==> src/rtl/al_accel_pkg.sv <==
// Shared definitions for the al_accel accumulation path.
// Holds the sequencer state encoding and the default datapath geometry that
// both al_accel_acc_seq and al_accel_acc_matrix are built around.
package al_accel_pkg;

   // Default widths / depths shared with the matrix datapath.
   localparam int unsigned DefChW      = 8;
   localparam int unsigned DefRowW     = 10;
   localparam int unsigned DefPipeLat  = 2;
   // Drain counter width; covers PIPE_LAT up to 15.
   localparam int unsigned DrainCntW   = 4;

   typedef enum logic [2:0] {
      StIdle,
      StAccum,
      StDrain,
      StOut,
      StDone
   } acc_seq_state_t;

endpackage

==> src/rtl/al_accel_down_cnt.sv <==
// Loadable down-counter.
// Ports:
//   clk, resetn   clock, async active-low reset (count clears to 0)
//   load          load load_val this cycle (wins over dec)
//   load_val      value to load
//   dec           decrement by one; saturates at 0
//   count         current count
module al_accel_down_cnt #(
   parameter int unsigned W = 4
) (
   input  logic         clk,
   input  logic         resetn,
   input  logic         load,
   input  logic [W-1:0] load_val,
   input  logic         dec,
   output logic [W-1:0] count
);

   logic [W-1:0] cnt_q;

   always_ff @(posedge clk or negedge resetn) begin
      if (!resetn) begin
         cnt_q <= '0;
      end else if (load) begin
         cnt_q <= load_val;
      end else if (dec && (cnt_q != '0)) begin
         cnt_q <= cnt_q - W'(1);
      end
   end

   assign count = cnt_q;

endmodule

==> src/rtl/al_accel_acc_seq.sv <==
// Sequencer for the al_accel_acc_matrix accumulation datapath.
// Walks a job of cfg_num_rows rows, each made of cfg_num_ch channel beats,
// drives the matrix enable and bias / partial-sum load strobes, drains the
// matrix pipeline after each row and hands the row out on a valid/ready port.
// Ports:
//   clk, resetn                     clock, async active-low reset
//   start, cfg_num_ch, cfg_num_rows job start and config (latched in IDLE)
//   di_valid / di_ready             input beat handshake
//   out_valid / out_ready           finished-row handshake
//   enb                             matrix clock enable
//   acc_matrix_bps_load             seed accumulator from bias (first beat)
//   acc_matrix_inter_sum_load       accumulate onto partial sum (other beats)
//   ch_idx, row_idx                 current beat / row index
//   busy, done                      not-idle flag, job-complete pulse
module al_accel_acc_seq
   import al_accel_pkg::*;
#(
   parameter int unsigned CH_W     = DefChW,
   parameter int unsigned ROW_W    = DefRowW,
   parameter int unsigned PIPE_LAT = DefPipeLat
) (
   input  logic             clk,
   input  logic             resetn,
   input  logic             start,
   input  logic [CH_W-1:0]  cfg_num_ch,
   input  logic [ROW_W-1:0] cfg_num_rows,
   input  logic             di_valid,
   output logic             di_ready,
   input  logic             out_ready,
   output logic             out_valid,
   output logic             enb,
   output logic             acc_matrix_bps_load,
   output logic             acc_matrix_inter_sum_load,
   output logic [CH_W-1:0]  ch_idx,
   output logic [ROW_W-1:0] row_idx,
   output logic             busy,
   output logic             done
);

   localparam logic [DrainCntW-1:0] DrainInit = DrainCntW'(PIPE_LAT);

   acc_seq_state_t   state_q, state_d;
   logic [CH_W-1:0]  num_ch_q, num_ch_d;
   logic [ROW_W-1:0] num_rows_q, num_rows_d;
   logic [CH_W-1:0]  ch_q, ch_d;
   logic [ROW_W-1:0] row_q, row_d;

   logic                 drain_load;
   logic                 drain_dec;
   logic [DrainCntW-1:0] drain_cnt;

   al_accel_down_cnt #(
      .W (DrainCntW)
   ) u_drain_cnt (
      .clk      (clk),
      .resetn   (resetn),
      .load     (drain_load),
      .load_val (DrainInit),
      .dec      (drain_dec),
      .count    (drain_cnt)
   );

   always_ff @(posedge clk or negedge resetn) begin
      if (!resetn) begin
         state_q    <= StIdle;
         num_ch_q   <= '0;
         num_rows_q <= '0;
         ch_q       <= '0;
         row_q      <= '0;
      end else begin
         state_q    <= state_d;
         num_ch_q   <= num_ch_d;
         num_rows_q <= num_rows_d;
         ch_q       <= ch_d;
         row_q      <= row_d;
      end
   end

   always_comb begin
      state_d                   = state_q;
      num_ch_d                  = num_ch_q;
      num_rows_d                = num_rows_q;
      ch_d                      = ch_q;
      row_d                     = row_q;
      drain_load                = 1'b0;
      drain_dec                 = 1'b0;
      di_ready                  = 1'b0;
      out_valid                 = 1'b0;
      enb                       = 1'b0;
      acc_matrix_bps_load       = 1'b0;
      acc_matrix_inter_sum_load = 1'b0;
      busy                      = 1'b1;
      done                      = 1'b0;

      unique case (state_q)
         StIdle: begin
            busy = 1'b0;
            if (start) begin
               num_ch_d   = cfg_num_ch;
               num_rows_d = cfg_num_rows;
               ch_d       = '0;
               row_d      = '0;
               // An empty job finishes without touching the matrix.
               if ((cfg_num_ch == '0) || (cfg_num_rows == '0)) begin
                  state_d = StDone;
               end else begin
                  state_d = StAccum;
               end
            end
         end

         StAccum: begin
            di_ready = 1'b1;
            if (di_valid) begin
               enb                       = 1'b1;
               acc_matrix_bps_load       = (ch_q == '0);
               acc_matrix_inter_sum_load = (ch_q != '0);
               ch_d                      = ch_q + CH_W'(1);
               if (ch_q == num_ch_q - CH_W'(1)) begin
                  drain_load = 1'b1;
                  state_d    = StDrain;
               end
            end
         end

         StDrain: begin
            // Both loads low: the matrix only advances its pipeline.
            enb       = 1'b1;
            drain_dec = 1'b1;
            if (drain_cnt == DrainCntW'(1)) begin
               state_d = StOut;
            end
         end

         StOut: begin
            out_valid = 1'b1;
            if (out_ready) begin
               if (row_q == num_rows_q - ROW_W'(1)) begin
                  state_d = StDone;
               end else begin
                  row_d   = row_q + ROW_W'(1);
                  ch_d    = '0;
                  state_d = StAccum;
               end
            end
         end

         StDone: begin
            done    = 1'b1;
            state_d = StIdle;
         end

         default: begin
            state_d = StIdle;
         end
      endcase
   end

   assign ch_idx  = ch_q;
   assign row_idx = row_q;

endmodule

==> config.mk <==
export PLATFORM = sky130hd
export DESIGN_NAME = al_accel_acc_seq
export DESIGN_NICKNAME = d
export VERILOG_FILES = /design/src/rtl/al_accel_pkg.sv /design/src/rtl/al_accel_down_cnt.sv /design/src/rtl/al_accel_acc_seq.sv
export SDC_FILE = /design/constraint.sdc
export NUM_CORES = 1
export LEC_CHECK = 0
export ABC_AREA = 1
export ABC_CLOCK_PERIOD_IN_PS = 2500
export CAP_MARGIN = 20
export CORE_MARGIN = 2
export CORE_UTILIZATION = 54
export DETAILED_ROUTE_END_ITERATION = 8
export PLACE_DENSITY = 0.77
export REMOVE_ABC_BUFFERS = 1
export SYNTH_ARGS = -nofsm -noshare
export SYNTH_HDL_FRONTEND = slang
export SYNTH_SLANG_ARGS = --single-unit
==> constraint.sdc <==
create_clock -name clk -period 2.5 [get_ports clk]
set_input_delay 0.625 -clock clk [delete_from_list [all_inputs] [get_ports clk]]
set_output_delay 0.625 -clock clk [all_outputs]
set_load 0.005 [all_outputs]
# Word-level counts from Yosys, hierarchy flattened
# Cells that the tools add are included.
[totals] register_bits=43 input_bits=23 out_inout_bits=25 elab_cells=72
[classes] n_mux=33 n_eq_ne=13 reduce_logical=15 addsub=5
[op_table] operator="2-to-1 mux 8 bit" count=4
[op_table] operator="2-to-1 mux 10 bit" count=3
[op_table] operator="case mux 8 bit (3 select lines)" count=1
[op_table] operator="2-to-1 mux 3 bit" count=7
[op_table] operator="case mux 10 bit (2 select lines)" count=1
[op_table] operator="logical NOT 8 bit" count=2
[op_table] operator="2-to-1 mux 1 bit" count=13
[op_table] operator="!= test 2 bit (second input constant)" count=6
[op_table] operator="case mux 3 bit (4 select lines)" count=1
[op_table] operator="adder 10 x 1 -> 10 bit (second input constant)" count=1
[op_table] operator="== test 10 bit" count=1
[op_table] operator="logical NOT 10 bit" count=1
[op_table] operator="AND reduction 5 bit" count=2
[op_table] operator="subtractor 10 x 1 -> 10 bit (second input constant)" count=1
[op_table] operator="adder 8 x 1 -> 8 bit (second input constant)" count=1
[op_table] operator="== test 8 bit" count=1
[op_table] operator="2-to-1 mux 4 bit" count=2
[op_table] operator="nonzero test 8 bit" count=1
[op_table] operator="subtractor 8 x 1 -> 8 bit (second input constant)" count=1
[op_table] operator="== test 3 x 2 -> 1 bit (second input constant)" count=2
[op_table] operator="== test 4 x 1 -> 1 bit (second input constant)" count=1
[op_table] operator="AND reduction 4 bit" count=1
[op_table] operator="nonzero test 2 bit" count=2
[op_table] operator="nonzero test 4 bit" count=1
[op_table] operator="other kinds (9)" count=9

# Longest topological paths before layout
# Gate-level depths: netlist of run 1.
[logic_depth] word_depth=6 ltp_mapped=15 mapped_depth_nobuf=15

# By module
# A second synthesis of run 1 with hierarchy kept.
[hier_totals] hier_cells=482 area_unflattened_um2=3166.8
[modules_own_cells] mod="al_accel_acc_seq" area_each_um2=2885.3 seq_area_each_um2=975.9 instances=1 cells_each=437
[modules_own_cells] mod="al_accel_down_cnt" area_each_um2=281.5 seq_area_each_um2=100.1 instances=1 cells_each=45

# Worst setup path after synthesis of run 1
# No wires, ideal clock.
[synth_path] kind="register to output" start="register state_q[1]" end="output acc_matrix_bps_load" path_stages_with_launch=5 slack_ns=0.668 required_ns=1.875 arrival_ns=1.207 n_path_buf=1 cell_sequence="dfrtp_1 nor3_2 clkbuf_1 nand2_1 nor2_1"
[synth_via] elab_chain_cells=2
[synth_rtl] element="start, declared" line="al_accel_acc_seq.sv:42" source="acc_seq_state_t state_q, state_d;"
[synth_rtl] element="start signal, assigned" line="al_accel_acc_seq.sv:65" source="state_q <= StIdle;"
[synth_rtl] element="start signal, assigned" line="al_accel_acc_seq.sv:71" source="state_q <= state_d;"
[synth_rtl] element="== test 3 x 1 -> 1 bit" line="al_accel_acc_seq.sv:95" source="unique case (state_q)"
[synth_rtl] element="2-to-1 mux 1 bit" line="al_accel_acc_seq.sv:95"
[synth_rtl] element="end, declared" line="al_accel_acc_seq.sv:32" source="output logic acc_matrix_bps_load,"
# No other way between the ends.

# Final worst setup path of run 1
[layout_path] start="register state_q[1]" end="output di_ready"
[layout_via] elab_chain_cells=2
[layout_rtl] element="== test 3 x 1 -> 1 bit" line="al_accel_acc_seq.sv:95"
[layout_rtl] element="2-to-1 mux 1 bit" line="al_accel_acc_seq.sv:95"
[layout_rtl] element="end, declared" line="al_accel_acc_seq.sv:28" source="output logic di_ready,"
# No other way between the ends.

==> results_dict.tcl, run 1 <==
set metrics [dict create \
    status "completed" \
    final_layout_size_suffix_gt1_share_pct 11.46 \
    reg2reg_depth 14 \
    yosysTopAreaCell "dfrtp_1" \
    ys_ff_latch 43 \
    place_area_um2 3573 \
    slew_viol_final 0 \
    combPwrFrac_pct 52.9 \
    clkTransAtPathRegs_ps 80 \
    ios 48 \
    switching_power_w 0.001461 \
    wl_per_cell_um 12.48 \
    chipWidth_um 78.23 \
    drt-total-wl_um 6889 \
    io_buffer_count 47 \
    power.total_w 0.003270 \
    cellPowerDensity_nw_per_um2 889.5 \
    track_usage_pct 24.85 \
    path_max_fanout 12 \
    swShare_pct 44.68 \
    r2r-end "ch_idx[2]" \
    core-area_um2 5405 \
    finalHoldViolations 0 \
    final_cells 552 \
    cp-startpoint "state_q[1]" \
    synth_ff_type "dfrtp_1" \
    synthTopCellsByArea "dfrtp_1 (36%), nand2_1 (16%), nor2_1 (6.2%), inv_1 (5.9%), nand3_1 (4.9%)" \
    rrSetupSlack_ps 430 \
    start_util_pct 55.05 \
    r2r-start "num_rows_q[0]" \
    cts_made_buffers 5 \
    drt_iter0_drc 136 \
    power_frac_seq_pct 34.1 \
    setup_violations 0 \
    synth_cells 423 \
    async_flop_share_pct 100.0 \
    leakage_nw 1.786 \
    yosysMostFrequentCell "nand2_1" \
    area_growth_pct 23.55 \
    period_share_pct 96.17 \
    htreeDepth 2 \
    drt_first_pass_iters 4 \
    ant_nets 0 \
    synth-edff-count 0 \
    rows 27 \
    crit_type "reg2out" \
    nets 509 \
    grt_start_max_net_pins 44 \
    fin_util_pct 68.01 \
    viasPerCell 5.178 \
    drc 0 \
    fillers 476 \
    dieArea_um2 6120 \
    yosys_warnings 0 \
    synth-seq-area-share_pct 36.16 \
    grt_overflow 0 \
    min_period_ps 2404 \
    skew_ps 4.261 \
    vias 2858 \
    hold_buffers 0 \
    dp_hpwl_um 5126 \
    clk-insertion-delay-late_ps 290 \
    pwr-share-clk_pct 13.0 \
    relSlewSlack_pct 63.36 \
    antenna_found_initial 0 \
    vdd_ir_drop_max_uv 597.2 \
    yosysUniqueCellTypes 36 \
    worstMarginPinSlew_ps 549.6 \
    dp_cells 544 \
    cts.sinks 43 \
    intPower_w 0.001809 \
    hold_path_class "in2async" \
    gp_congestion 0.8858 \
    cts_tree "yes" \
    diodes 0 \
    max_cap_viol_count 0 \
    cp_data_required_time_ps 1880 \
    final_area_um2 3676 \
    end_kind "output pin" \
    crit_arrival_ps 1780 \
    grt_pass1_wl_um 12340 \
    multi_input_area_um2 1665 \
    max_freq_mhz 415.9 \
    grt_pass1_vias 2763 \
    post-cts-setup-buffer-count 0 \
    cts_root_buffer "clkbuf_8" \
    synth.avg_cell_area_um2 7.034 \
    synth_area_um2 2975 \
    critPathCapture "di_ready" \
    synth_common_cells "nand2_1 (124), nor2_1 (49), inv_1 (47)" \
    die_h_um 78.23 \
    cp-start-kind "flop" \
    seq_area_um2 1076 \
    yosysTopAreaCellShare_pct 36.16 \
    clockBufferDepth 2 \
]
## area by class of cell
cell class | instances | share of cell area (%)
Inverter | 53 | 5.412
Multi-Input combinational cell | 316 | 45.30
Timing Repair Buffer | 60 | 15.35
Tap cell | 72 | 2.451
Clock inverter | 1 | 0.1361
Clock buffer | 7 | 2.076
Sequential cell | 43 | 29.27
## registers in the layout (all words and copies together), names as in the netlist
| name | flops |
|---|---|
| state_q | 3 |
| num_ch_q | 8 |
| num_rows_q | 10 |
| ch_idx | 8 |
| row_idx | 10 |
| u_drain_cnt.count | 4 |
## layer usage
| layer | global-route usage [%] | vias to the layer above | routed length, um |
|---|---|---|---|
| met2 | 45.00 | 57 | 3469 |
| met3 | 3.563 | 6 | 243 |
| met5 | 0 | - | 0 |
| li1 | - | 1461 | - |
| met1 | 31.33 | 1334 | 3103 |
| met4 | 5.789 | 0 | 74 |
## worst max-delay path, cell delays in order, from the launching register on
cell,delay (ps)
dfrtp_1,450
nor3_2,270
buf_4,240
clkdlybuf4s50_1,520
## layout by cell type, fill, tap and decap left out, types with 7 or more instances in the layout
master,instances
xor2_1,14
buf_4,13
dfrtp_1,43
inv_1,46
nor2_1,48
nand4_1,14
nor3_1,10
mux2_2,7
nand3_1,29
inv_2,7
clkdlybuf4s50_1,44
nand2_1,123
ha_1,7
o21ai_1,7
a21oi_1,13
## worst min-delay path by stage
stage	startpoint	to	depth (start not counted)
CTS	resetn	row_idx[4]	2
detailed placement	u_drain_cnt.count[1]	u_drain_cnt.count[1]	2
finish	resetn	num_rows_q[2]	2
global placement	u_drain_cnt.count[1]	u_drain_cnt.count[1]	2
floorplan	resetn	ch_idx[0]	0
global route	resetn	num_ch_q[3]	2
## metrics by stage
| step | hold WS (ps) | worst slack (ps) | setup TNS [ps] |
|---|---|---|---|
| after floorplan | 329.4 | 529.6 | 0 |
| after global placement | 502.9 | 85.61 | 0 |
| after detailed placement | 527.1 | 21.26 | 0 |
| after CTS | 422.6 | 29.29 | 0 |
| after global routing | 458.6 | -15.48 | -15.48 |
| final | 398.0 | 95.83 | 0 |
## repair_timing
action | CTS | global route
resized for setup | 4 | 3
hold endpoints to repair | 0 | 0
pin swaps | 0 | 0
endpoints found under the setup margin | 1 | 2
## power groups by stage
stage / Clock [W] / Sequential [W] / Combinational, W
floorplan: 0 / 0.00109 / 0.00118
global placement: 0 / 0.00112 / 0.00165
detailed placement: 0 / 0.00113 / 0.00170
CTS: 0.000447 / 0.00111 / 0.00173
global route: 0.000474 / 0.00115 / 0.00199
finish: 0.000425 / 0.00111 / 0.00173
## cell families after synthesis
| logic type | count (synthesis) | synth area share, % |
|---|---|---|
| fa+ha+maj | 7 | 2.944 |
| buf+inv | 64 | 8.536 |
| simple gates | 253 | 38.39 |
| flops | 43 | 36.16 |
| compound gates | 30 | 5.719 |
| xor+xnor | 19 | 5.593 |
| mux | 7 | 2.649 |
Power figures use the tool's default switching activity.
==> run 2, diff against run 1 <==
Settings changed: PLACE_DENSITY 0.77 to 0.86.
==> run 2 against run 1 <==
Utilization hardly changed. Count of clock-buffer cells in the layout shrank 1. Routed wire length up 2.2%. Cell count down 0.54%. Critical path depth unchanged. Combinational power barely moved. Highest routed layer unchanged. Clock skew increased by 4.5 ps. Non-clock buffer count down 2. Register-to-register slack about the same. Sequential power about the same.
==> results_dict.tcl, run 2 (same netlist as run 1, synthesis figures left out) <==
set metrics [dict create \
    status "completed" \
    max_freq_mhz 415.7 \
    crit_arrival_ps 1780 \
    period_share_pct 96.23 \
    wl_per_cell_um 12.83 \
    grt_pass1_wl_um 12230 \
    viasPerCell 5.257 \
    worstMarginPinSlew_ps 555.1 \
    gp_congestion 0.8919 \
    hold_buffers 0 \
    slowest_stage "clkdlybuf4s50_1" \
    relSlewSlack_pct 63.00 \
    drt_iter0_drc 176 \
    vdd_ir_drop_max_uv 615.9 \
    leakage_nw 1.792 \
    diodes 0 \
    grt_pass1_vias 2816 \
    final_layout_size_suffix_gt1_share_pct 10.69 \
    dieArea_um2 6120 \
    cts_root_buffer "clkbuf_8" \
    drt_first_pass_iters 5 \
    layout_common_cells "nand2_1 (124), nor2_1 (49), inv_1 (46)" \
    grt_overflow 0 \
    clk-insertion-delay-late_ps 300 \
    chipWidth_um 78.23 \
    clkTransAtPathRegs_ps 80 \
    intPower_w 0.001905 \
    pwr-share-clk_pct 15.8 \
    place_ws_ps -6.857 \
    end_kind "output pin" \
    clockBufferDepth 2 \
    cts_made_buffers 5 \
    core-area_um2 5405 \
    cts.sinks 43 \
    fillers 463 \
    r2r-start "num_rows_q[0]" \
    setup_slack_ps 94.26 \
    crit_chain "nor3_2, buf_4, clkdlybuf4s50_1" \
    slew_viol_final 0 \
    die_h_um 78.23 \
    cellPowerDensity_nw_per_um2 923.6 \
    drc 0 \
    area_growth_pct 23.59 \
    nets 507 \
    cp-startpoint "state_q[1]" \
    cp-start-kind "flop" \
    hold_ws_ps 383.6 \
    rows 27 \
    post-cts-setup-buffer-count 0 \
    multi_input_area_um2 1660 \
    htreeDepth 2 \
    swShare_pct 43.90 \
    cp_top_family "buffers and inverters" \
    switching_power_w 0.001491 \
    cts_tree "yes" \
    finalHoldViolations 0 \
    drt-total-wl_um 7044 \
    skew_ps 8.744 \
    combPwrFrac_pct 51.3 \
    start_util_pct 55.05 \
    path_max_fanout 12 \
    crit_type "reg2out" \
    final_common_cell "nand2_1" \
    seq_area_um2 1076 \
    antenna_found_initial 0 \
    cp_slowest_stage_delay_ps 520 \
    critPathBufInv 2 \
    io_buffer_count 47 \
    grt_start_max_net_pins 44 \
    power_frac_seq_pct 32.9 \
    min_period_ps 2406 \
    dp_hpwl_um 5196 \
    cp_data_required_time_ps 1880 \
    ios 48 \
    rsz0062_at_grt "false" \
    track_usage_pct 24.88 \
    setup_violations 0 \
    ant_nets 0 \
    max_cap_viol_count 0 \
    hold_path_class "in2async" \
    vias 2886 \
]
-- run 2: what timing repair did --
action	CTS	global route
gates cloned	0	0
endpoints found under the setup margin	2	1
resized for setup	4	1
-- run 2: path summary, 6_finish.rpt --
path | end | slack [ps] | cells past startpoint
max in group asynchronous | num_ch_q[4] | 1730 | 2
min in group clk | u_drain_cnt.count[1] | 530 | 2
setup / recovery | di_ready | 90 | 3
hold reg to reg | u_drain_cnt.count[1] | 530 | 2
setup reg to reg | ch_idx[2] | 440 | 14
hold / removal | num_rows_q[0] | 380 | 2
-- run 2: per-stage QoR --
stage | power [W] | instance area, um^2 | setup TNS (ps) | instances | utilization [%]
2_1_floorplan | 0.002269 | 2920 | 0 | 412 | -
3_3_place_gp | 0.002761 | 3558 | 0 | 542 | 65.83
3_5_place_dp | 0.002834 | 3558 | -6.857 | 542 | 65.83
4_1_cts | 0.003397 | 3675 | 0 | 549 | 67.99
5_1_grt | 0.003691 | 3677 | 0 | 549 | 68.03
6_report | 0.003396 | 3677 | 0 | 549 | 68.03
-- run 2: cell type report --
type	instances	area share (%)
Sequential cell	43	29.26
Clock inverter	1	0.8166
Inverter	53	5.410
Tap cell	72	2.450
Clock buffer	6	1.973
Multi-Input combinational cell	316	45.15
Timing Repair Buffer	58	14.94
-- run 2: power groups by stage --
stage	registers (W)	logic [W]	clock network, W
6_report	0.00112	0.00174	0.000537
5_1_grt	0.00115	0.00196	0.000576
4_1_cts	0.00112	0.00173	0.000547
3_5_place_dp	0.00113	0.00171	0
3_3_place_gp	0.00112	0.00164	0
2_1_floorplan	0.00109	0.00118	0
-- run 2: per-layer routing --
metal / part of all wire, % / GRT usage (%) / vias up
li1: - / - / 1453
met2: 50 / 44.57 / 73
met5: 0 / 0 / -
met1: 43 / 29.71 / 1350
met4: 1.5 / 8.772 / 0
met3: 4.7 / 4.828 / 10
==> run 3, diff against run 2 <==
Settings changed: ABC_AREA 1 to default, CORE_UTILIZATION 54 to 53, HOLD_SLACK_MARGIN from default to 0.08, RECOVER_POWER from default to 25.
==> run 3 against run 2 <==
First-iteration DRC count grew 31%. Final area up 1.1%. Synthesized cell count is 20% lower. Utilization rose by 4.8 points. Clock power shrank 19%. Fmax down 1.7%. Register-to-register slack worse by 390 ps. Flip-flop and latch count unchanged. Synthesized area is 6.1% lower. Cell count fell by 11%.
==> results_dict.tcl, run 3 <==
set metrics [dict create \
    status "completed" \
    final_common_cell "nand2_1" \
    antenna_found_initial 0 \
    drt_iter0_drc 231 \
    vias 2821 \
    grt_overflow 0 \
    leakage_nw 1.677 \
    crit_arrival_ps 2660 \
    track_usage_pct 25.79 \
    dp_cells 478 \
    chipWidth_um 76.62 \
    cts_made_buffers 5 \
    fillers 403 \
    rsz0062_at_grt "true" \
    r2r-start "num_rows_q[1]" \
    cp_data_required_time_ps 2710 \
    synth_cells 339 \
    die_h_um 76.62 \
    dieArea_um2 5871 \
    cts_tree "yes" \
    worstMarginPinSlew_ps 1085 \
    grt_start_max_net_pins 44 \
    cp-start-kind "flop" \
    synth-edff-count 0 \
    htreeDepth 2 \
    grt_pass1_wl_um 12290 \
    yosysMostFrequentCell "nand2_1" \
    period_share_pct 97.88 \
    drt-total-wl_um 7555 \
    core-area_um2 5107 \
    drc 0 \
    drt_first_pass_iters 5 \
    synth_ff_type "dfrtp_1" \
    yosys_warnings 0 \
    setup_violations 0 \
    synth-seq-area-share_pct 38.50 \
    yosysTopAreaCell "dfrtp_1" \
    hold_path_class "reg2reg" \
    min_period_ps 2447 \
    max_freq_mhz 408.7 \
    hold_buffers 0 \
    clk-insertion-delay-late_ps 300 \
    place_ws_ps -245.4 \
    holdPathStages 1 \
    wl_per_cell_um 15.42 \
    ios 48 \
    final_cells 490 \
    viasPerCell 5.757 \
    slew_viol_final 0 \
    diodes 0 \
    max_cap_viol_count 0 \
    nets 449 \
    clkTransAtPathRegs_ps 80 \
    async_flop_share_pct 100.0 \
    skew_ps 10.98 \
    layout_common_cells "nand2_1 (69), clkdlybuf4s50_1 (43), dfrtp_1 (38)" \
    reg2reg_depth 7 \
    synth_area_um2 2795 \
    clockBufferDepth 2 \
    cellPowerDensity_nw_per_um2 1028 \
    crit_type "reg2reg" \
    ant_nets 0 \
    ys_ff_latch 43 \
    setup_slack_ps 53.06 \
    cp_slowest_stage_delay_ps 460 \
    rows 26 \
    fin_setup_tns_ps 0 \
    slowest_stage "dfrtp_2" \
    cts.sinks 43 \
    start_util_pct 54.73 \
    synth_common_cells "nand2_1 (69), dfrtp_1 (43), nor2_1 (24)" \
    final_layout_size_suffix_gt1_share_pct 18.81 \
    cts_root_buffer "clkbuf_8" \
    grt_pass1_vias 2704 \
    crit_chain "nor4_1, a211o_1, o211ai_1, o21ai_2, o2111ai_2, or3_1, a21oi_1" \
    critPathCapture "ch_idx[6]" \
    vdd_ir_drop_max_uv 747.9 \
    area_growth_pct 33.04 \
    gp_congestion 0.8666 \
    io_buffer_count 47 \
    yosysTopAreaCellShare_pct 38.50 \
    r2r-end "ch_idx[6]" \
    yosysUniqueCellTypes 50 \
    finalHoldViolations 0 \
    end_kind "flop" \
    cp-startpoint "num_rows_q[1]" \
    dp_hpwl_um 5371 \
    relSlewSlack_pct 27.67 \
    synth.avg_cell_area_um2 8.245 \
    rrSetupSlack_ps 50 \
    path_max_fanout 6 \
    synthTopCellsByArea "dfrtp_1 (38%), nand2_1 (9.3%), xnor2_1 (4.7%), xor2_1 (3.8%), o21ai_0 (3.2%)" \
]
[run 3: how the worst min path moves through the flow]
stage / start / to
floorplan: resetn / ch_idx[0]
global placement: num_ch_q[7] / num_ch_q[7]
detailed placement: u_drain_cnt.count[1] / u_drain_cnt.count[1]
CTS: resetn / state_q[0]
global route: u_drain_cnt.count[1] / u_drain_cnt.count[1]
finish: u_drain_cnt.count[1] / u_drain_cnt.count[1]
[run 3: kinds of logic (layout without fill, tap and decap cells)]
logic type      after synthesis  in the layout  share of synthesized area [%]
flops                        43             43                          38.50
xor+xnor                     27             27                          8.460
fa+ha+maj                     7              7                          3.133
compound gates               73             74                          17.64
simple gates                160            160                          27.80
buf+inv                      29            109                          4.476
[run 3: power breakdown]
part | switching [W] | internal, W | total (W)
clock | 0.000238 | 0.000197 | 0.000434
combinational | 0.00115 | 0.00102 | 0.00217
sequential | 0.000296 | 0.000925 | 0.00122
[run 3: through the flow]
step | area, um^2 | hold slack, ps | utilization, % | total power [W]
floorplan | 2741 | 329.4 | - | 0.002409
global placement | 3535 | 497.6 | 69.21 | 0.003080
detailed placement | 3535 | 508.2 | 69.21 | 0.003174
CTS | 3635 | 409.2 | 71.17 | 0.003653
global route | 3719 | 555.1 | 72.81 | 0.004100
finish | 3719 | 523.3 | 72.81 | 0.003822
[run 3: worst max-delay path, delay by kind of cell, from the launching register on]
family | cells | cell delay, ps
AND/OR/NAND/NOR | 2 | 790
flip-flops | 1 | 460
AO/OA/AOI/OAI | 5 | 1130
[run 3: metal layers]
metal / part of all wire [%] / wire length [um] / vias to the layer above / global-route usage (%)
met3: 5.8 / 435 / 8 / 4.739
met2: 50 / 3752 / 109 / 44.42
met4: 1.2 / 90 / 0 / 7.636
met1: 43 / 3277 / 1353 / 33.13
li1: - / - / 1351 / -
met5: 0 / 0 / - / 0
[run 3: final cells by class]
cell class	count	area (um^2)	share of cell area, %
Clock inverter	1	5.005	0.1346
Inverter	19	71.32	1.918
Tap cell	70	87.58	2.355
Multi-Input combinational cell	268	1673	44.99
Sequential cell	43	1082	29.11
Clock buffer	7	76.32	2.052
Timing Repair Buffer	82	723.2	19.45
[run 3: repair_timing]
item,4_1_cts,5_1_grt
setup endpoints to repair,5,23
endpoints found under the hold margin,0,0
gates cloned,0,2
pin swaps,3,5
resized for setup,13,21
setup buffers,1,1
